**config.mk**
```make
export PLATFORM = sky130hd
export DESIGN_NAME = temp_meas_sequencer
export DESIGN_NICKNAME = d
export VERILOG_FILES = /design/src/rtl/temp_meas_sequencer.sv
export SDC_FILE = /design/constraint.sdc
export NUM_CORES = 1
export LEC_CHECK = 0
export CAP_MARGIN = 20
export CORE_ASPECT_RATIO = 2
export CORE_MARGIN = 1
export CORE_UTILIZATION = 39
export DETAILED_ROUTE_END_ITERATION = 12
export PLACE_DENSITY_LB_ADDON = 0.25
export REMOVE_ABC_BUFFERS = 1
export SLEW_MARGIN = 20
export SYNTH_ARGS = -nofsm -noshare
export SYNTH_HDL_FRONTEND = slang
export SYNTH_SLANG_ARGS = --single-unit
```
**constraint.sdc**
```tcl
create_clock -name lf_clk -period 2.6 [get_ports lf_clk]
set_clock_uncertainty 0.1 [all_clocks]
set_input_delay 0.52 -clock lf_clk [delete_from_list [all_inputs] [get_ports lf_clk]]
set_output_delay 0.52 -clock lf_clk [all_outputs]
set_load 0.03 [all_outputs]
```
**src/rtl/temp_meas_sequencer.sv**
```systemverilog
// Sequences the temperature-oscillator measurement block: settle, accumulate 2^n deltas, publish the average.
// Optional build macro TEMP_SEQ_HYST_EN adds hysteresis to alarm release and edge-triggered irq.
module temp_meas_sequencer #(
  parameter int HYST    = 2,
  parameter int TIMEOUT = 7
) (
  input  logic        lf_clk,
  input  logic        rst_n,
  input  logic        cfg_start,
  input  logic        cfg_stop,
  input  logic        cfg_continuous,
  input  logic [1:0]  cfg_avg_log2,
  input  logic [15:0] cfg_interval,
  input  logic [7:0]  cfg_thr_hi,
  input  logic [7:0]  cfg_thr_lo,
  output logic        meas_en,
  input  logic [7:0]  meas_delta,
  input  logic        meas_delta_valid,
  output logic [7:0]  res_data,
  output logic        res_valid,
  input  logic        res_ready,
  output logic        busy,
  output logic        alarm_hi,
  output logic        alarm_lo,
  output logic        irq,
  output logic        err_overrun,
  output logic        err_timeout
);

  typedef enum logic [2:0] {IDLE, SETTLE, ACCUM, DONE, WAIT} state_t;

  state_t      state_reg;
  logic [1:0]  n_reg;
  logic        cont_reg;
  logic [10:0] acc_reg;
  logic [3:0]  cnt_reg;
  logic [15:0] tmo_reg;
  logic [15:0] wait_reg;

  logic [10:0] acc_add;
  logic [10:0] acc_shift;
  logic [7:0]  avg;
  logic [3:0]  cnt_inc;
  logic [3:0]  cnt_target;
  logic        tmo_hit;
  logic        hi_next;
  logic        lo_next;
  logic        irq_next;

  assign acc_add    = acc_reg + {3'b000, meas_delta};
  assign acc_shift  = acc_reg >> n_reg;
  assign avg        = acc_shift[7:0];
  assign cnt_inc    = cnt_reg + 4'd1;
  assign cnt_target = 4'd1 << n_reg;
  assign tmo_hit    = (tmo_reg == 16'(TIMEOUT - 1));

`ifdef TEMP_SEQ_HYST_EN
  // Release points saturate so the band never wraps around the 8-bit range.
  logic [8:0] hi_rel_w;
  logic [8:0] lo_rel_w;
  logic [7:0] hi_rel;
  logic [7:0] lo_rel;
  assign hi_rel_w = {1'b0, cfg_thr_hi} - 9'(HYST);
  assign lo_rel_w = {1'b0, cfg_thr_lo} + 9'(HYST);
  assign hi_rel   = hi_rel_w[8] ? 8'd0 : hi_rel_w[7:0];
  assign lo_rel   = lo_rel_w[8] ? 8'hFF : lo_rel_w[7:0];
  assign hi_next  = (avg > cfg_thr_hi) ? 1'b1 : (avg < hi_rel) ? 1'b0 : alarm_hi;
  assign lo_next  = (avg < cfg_thr_lo) ? 1'b1 : (avg > lo_rel) ? 1'b0 : alarm_lo;
  assign irq_next = (hi_next & ~alarm_hi) | (lo_next & ~alarm_lo);
`else
  assign hi_next  = avg > cfg_thr_hi;
  assign lo_next  = avg < cfg_thr_lo;
  assign irq_next = hi_next | lo_next;
`endif

  always_ff @(posedge lf_clk or negedge rst_n) begin
    if (!rst_n) begin
      state_reg   <= IDLE;
      n_reg       <= '0;
      cont_reg    <= 1'b0;
      acc_reg     <= '0;
      cnt_reg     <= '0;
      tmo_reg     <= '0;
      wait_reg    <= '0;
      meas_en     <= 1'b0;
      busy        <= 1'b0;
      res_data    <= '0;
      res_valid   <= 1'b0;
      alarm_hi    <= 1'b0;
      alarm_lo    <= 1'b0;
      irq         <= 1'b0;
      err_overrun <= 1'b0;
      err_timeout <= 1'b0;
    end else begin
      irq <= 1'b0;
      if (res_valid && res_ready) res_valid <= 1'b0;
      // Stop beats everything; the published result and alarms survive it.
      if (cfg_stop) begin
        state_reg <= IDLE;
        meas_en   <= 1'b0;
        busy      <= 1'b0;
        acc_reg   <= '0;
        cnt_reg   <= '0;
        tmo_reg   <= '0;
        wait_reg  <= '0;
      end else begin
        case (state_reg)
          IDLE: if (cfg_start) begin
            state_reg   <= SETTLE;
            meas_en     <= 1'b1;
            busy        <= 1'b1;
            n_reg       <= cfg_avg_log2;
            cont_reg    <= cfg_continuous;
            err_overrun <= 1'b0;
            err_timeout <= 1'b0;
            acc_reg     <= '0;
            cnt_reg     <= '0;
            tmo_reg     <= '0;
          end
          SETTLE, ACCUM: begin
            if (meas_delta_valid) begin
              tmo_reg <= '0;
              if (state_reg == SETTLE) begin
                state_reg <= ACCUM;
              end else begin
                acc_reg <= acc_add;
                cnt_reg <= cnt_inc;
                if (cnt_inc == cnt_target) begin
                  state_reg <= DONE;
                  meas_en   <= 1'b0;
                end
              end
            end else if (tmo_hit) begin
              state_reg   <= IDLE;
              meas_en     <= 1'b0;
              busy        <= 1'b0;
              err_timeout <= 1'b1;
              acc_reg     <= '0;
              cnt_reg     <= '0;
              tmo_reg     <= '0;
            end else begin
              tmo_reg <= tmo_reg + 16'd1;
            end
          end
          DONE: begin
            res_data  <= avg;
            res_valid <= 1'b1;
            if (res_valid && !res_ready) err_overrun <= 1'b1;
            alarm_hi  <= hi_next;
            alarm_lo  <= lo_next;
            irq       <= irq_next;
            acc_reg   <= '0;
            cnt_reg   <= '0;
            tmo_reg   <= '0;
            if (cont_reg && cfg_interval != 16'd0) begin
              state_reg <= WAIT;
              wait_reg  <= cfg_interval;
            end else if (cont_reg) begin
              state_reg <= SETTLE;
              meas_en   <= 1'b1;
            end else begin
              state_reg <= IDLE;
              busy      <= 1'b0;
            end
          end
          WAIT: begin
            if (wait_reg <= 16'd1) begin
              state_reg <= SETTLE;
              meas_en   <= 1'b1;
              wait_reg  <= '0;
            end else begin
              wait_reg <= wait_reg - 16'd1;
            end
          end
          default: begin
            state_reg <= IDLE;
            meas_en   <= 1'b0;
            busy      <= 1'b0;
          end
        endcase
      end
    end
  end

endmodule
```
Word level (Yosys, flattened, before mapping)
Index checks and enable logic that the tools add are counted.

storage, ports and cells
  word-level logic and storage cells = 128
  output and inout bits = 16
  register bits after elaboration = 69

operators by class
  equality and inequality tests = 23
  magnitude comparators = 3
  add/subtract/negate cells = 4
  mux-type cells = 57
  reduce and logical (&&, ||, !) cells = 21
  bitwise operators = 2
  shift-type cells = 2

operators by type and width
  kind                                                                                count
  16-bit two-way mux                                                                  7
  11-bit two-way mux                                                                  5
  16-bit case mux with 3 select lines                                                 1
  11-bit case mux with 3 select lines                                                 1
  16-bit case mux with 2 select lines                                                 1
  3-bit two-way mux                                                                   8
  3-bit != test (second input constant)                                               8
  1-bit two-way mux                                                                   23
  4-bit two-way mux                                                                   5
  16-bit by 1-bit adder with 16-bit output (second input constant)                    1
  16-bit by 3-bit == test with 1-bit output (second input constant)                   1
  16-bit by 1-bit less-or-equal comparator with 1-bit output (second input constant)  1
  16-bit nonzero test                                                                 1
  16-bit by 1-bit subtractor with 16-bit output (second input constant)               1
  4-bit != test (second input constant)                                               3
  3-bit case mux with 4 select lines                                                  1
  4-bit case mux with 3 select lines                                                  1
  4-bit AND reduction                                                                 3
  11-bit by 8-bit adder with 11-bit output                                            1
  11-bit by 2-bit right shift with 8-bit output                                       1
  2-bit != test (second input constant)                                               5
  8-bit > comparator                                                                  1
  8-bit < comparator                                                                  1
  1-bit case mux with 4 select lines                                                  2
  22 further kinds                                                                    29

Logic depth before layout (Yosys ltp)
  depth after elaboration = 7
  depth in mapped cells = 12
  gate-level depth less buffers = 10

Least setup slack after synthesis
No wires, ideal clock.

  path kind = reg2reg
  start = register n_reg[1]
  end = register alarm_hi
  setup slack = -0.075 ns
  data required time = 2.382 ns
  cell stages (with the launch flop) = 13
  clock period less this slack = 2.675 ns
  setup time = 0.118 ns
  arrival time = 2.457 ns
  buffers on the path = 2
  cell sequence = dfrtp_1 > clkbuf_1 > clkbuf_1 > mux2_2 > nor2_1 > nor2_1 > ha_1 > nor2b_1 > o21a_1 > o21a_1 > o21ai_0 > a21oi_1 > a21o_1

on the way
  cells in the longest elaborated chain, start to end = 2

RTL lines
  element                                        RTL line  source
  start: declaration                             33        logic [1:0] n_reg;
  start signal: assignment                       112       n_reg <= cfg_avg_log2;
  11-bit by 2-bit right shift with 8-bit output  51        assign acc_shift = acc_reg >> n_reg;
  named net acc_shift[1]                         41        logic [10:0] acc_shift;
  8-bit > comparator                             71        assign hi_next = avg > cfg_thr_hi;
  end signal: assignment                         149       alarm_hi <= hi_next;
  end: declaration                               23        output logic alarm_hi,

The timed path passes the listed nets, and every way through them passes these cells.
A chain may end at the register's enable or synchronous reset.

Final worst setup path
  start = register wait_reg[10]
  end = register wait_reg[15]

on the way
  cells in the longest elaborated chain, start to end = 4

RTL lines
  element                                                                                                                             RTL line  source
  start: declaration                                                                                                                  38        logic [15:0] wait_reg;
  start signal: assignment                                                                                                            157       wait_reg <= cfg_interval;
  start signal: assignment                                                                                                            172       wait_reg <= wait_reg - 16'd1;
  16-bit by 1-bit subtractor with 16-bit output / 16-bit by 1-bit less-or-equal comparator with 1-bit output (equally long branches)  172, 167
  16-bit two-way mux (*)                                                                                                              167       if (wait_reg <= 16'd1) begin
  16-bit case mux with 2 select lines (*)                                                                                             107       case (state_reg)
  16-bit two-way mux (*)                                                                                                              98        if (cfg_stop) begin

Every way passes the cells marked *; elsewhere a longest branch is shown, timed or not.

==> metrics.txt <==
status complete, no violations; Net count, final 691; Synth Instances 514; share of the synthesized area in the top cell type 38.2%; Cell Area, Placed 0.00560 mm2; Core Box Area 0.0113 mm2; final hold violations 0; fin worst setup slack 0.113 ns; H-tree levels 3; final period utilization 95.7%; post-synthesis cell area 0.00452 mm2; n_diodes 0; starting density of the core 40.1%; CTS root buf clkbuf_16; layout cells sized above 1 14.7%; top cell type by total area after synthesis dfrtp_1; final core utilization 52.9%; WL per Instance 16.2 um; ys async rst share 100%; DIE AREA 0.0121 mm2; Clock Sink Count 69; Design Area, Final 0.00597 mm2; clk_lat worst skew 0.33 ns; Final Wtd Congestion 0.857; R2R depth 7; Seq/Total Area, Yosys 38.2%; EDFF count, synth 0; Hold Slack 0.116 ns; Tmin final 2.49 ns; Synth Flop Type dfrtp_1; clock tree buffer depth 2; Routed Antenna Nets 0; IO Port Bufs 64; CP Class reg2reg; Startpoint Class flop; DR vias/cell 5.50; Max Slew Vio Count 0; initial antenna violation count 0; end of the worst register-to-register path wait_reg[15]; Hold Crit Class in2async; Total Routing Usage GR 21.4%; DRT Wirelength 12300 um; Slew @ Worst Pin 0.636 ns; global-route wire length before repair 20100 um; crit path DAT 2.60 ns; Core Rows 55; largest net degree at the start of global routing 70; total number of vias 4177; max-cap viol count 0; dpl ws -0.190 ns; R2R Path Start wait_reg[10]; Req. time, crit path 2.72 ns; Setup Viol. Count Final 0; CTS tree done; flop2flop setup slack 0.11 ns; initial drt markers 196; Num CTS Buffers 9; 1st-pass router iterations 4; synthesized flop and latch total 69; HPWL Detailed 9390 um; unique cell type count in the Yosys netlist 63; CTS clk-pin slew, worst paths 0.06 ns; Yosys warnings 0; Fmax 402 MHz; IO Count 65; Worst VDD drop 0.583 mV; Die Y 154 um; Leakage 0.00275 uW; vias in the first global route 4319; Die Width 78.1 um; RSZ-0062 raised after global routing true; Slew Limit Headroom 57.2%; Power Density 824 mW/mm2; Mapped Avg Cell Area 8.79 um2; Synth area leaders dfrtp_1 (38%), ha_1 (7.7%), nor2_1 (4.5%); crit-path max FO 4; Setup crit end kind flop; # DRC 0; area grow syn2layout 32.0%; Setup TNS 0 ns; GRT overflow 0
[how the worst max path moves through the flow]
stage,startpoint,end,depth (start not counted)
final,wait_reg[10],wait_reg[15],7
after global routing,n_reg[1],irq,9
after CTS,n_reg[1],irq,8
after detailed placement,meas_delta[0],acc_reg[9],9
after global placement,meas_delta[0],acc_reg[9],9
after floorplan,cfg_stop,acc_reg[9],6
[power by group]
group	switching, uW	total, uW	internal [uW]
Clock	477	1440	961
Combinational	1150	2050	903
Sequential	183	1430	1250
[per-layer routing]
metal	wire length [um]	up-vias	GRT usage (%)
li1	-	2061	-
met1	4520	1990	20.3
met2	7110	95	42.5
met3	307	31	3.13
met4	387	0	11.4
met5	0	-	0
[cell usage after synthesis (8+ instances only)]
| cell type | number |
|---|---|
| ha_1 | 28 |
| nor2_1 | 54 |
| mux2i_1 | 8 |
| and3_1 | 13 |
| nor4_1 | 9 |
| clkbuf_1 | 14 |
| nand2_1 | 52 |
| o31ai_1 | 10 |
| nand3_1 | 13 |
| xor2_1 | 11 |
| o21ai_0 | 37 |
| o21ai_1 | 16 |
| inv_1 | 25 |
| dfrtp_1 | 69 |
| a21oi_1 | 27 |
| mux2_2 | 14 |
| nor3_1 | 10 |
[timing repair]
item | in CTS | in global routing
setup endpoints to repair | 0 | 4
hold buffers | 0 | 0
buffers inserted | 0 | 0
resized for setup | 0 | 6
[final cells by class]
| cell class | count | area [um2] |
|---|---|---|
| Clock inverter | 6 | 110 |
| Timing Repair Buffer | 107 | 983 |
| Sequential cell | 69 | 1730 |
| Fill cell | 1076 | 5320 |
| Multi-Input combinational cell | 400 | 2630 |
| Clock buffer | 10 | 239 |
| Tap cell | 142 | 178 |
| Inverter | 26 | 97.6 |
[metrics by stage]
stage	total power, uW	instances
global placement	3400	744
floorplan	2660	495
global route	5220	760
detailed placement	3470	744
CTS	4930	760
finish	4920	760
[placed cells by master (no fill, tap or decap), types with 11 or more instances in the layout]
cell and n:
nor2_1 54, o21ai_0 37, xor2_1 11, a21oi_1 27, o21ai_1 16, ha_1 28
nand3_1 13, mux2_2 14, inv_1 25, buf_4 41, dfrtp_1 68, clkdlybuf4s50_1 63
and3_1 13, nand2_1 52
[cell families after synthesis]
group	synth area share (%)
compound gates	20.2
xor+xnor	3.10
fa+ha+maj	8.19
buf+inv	3.99
flops	38.2
mux	5.51
simple gates	20.8
[critical path, stage by stage (launching register included)]
cell and delay [ns]:
dfrtp_1 0.38, or3_1 0.42, or4_1 0.55, o21ai_4 0.27, buf_4 0.17, a21oi_2 0.03, o21a_1 0.19, a221o_1 0.26
No activity file was read; power rests on OpenSTA's default activity.
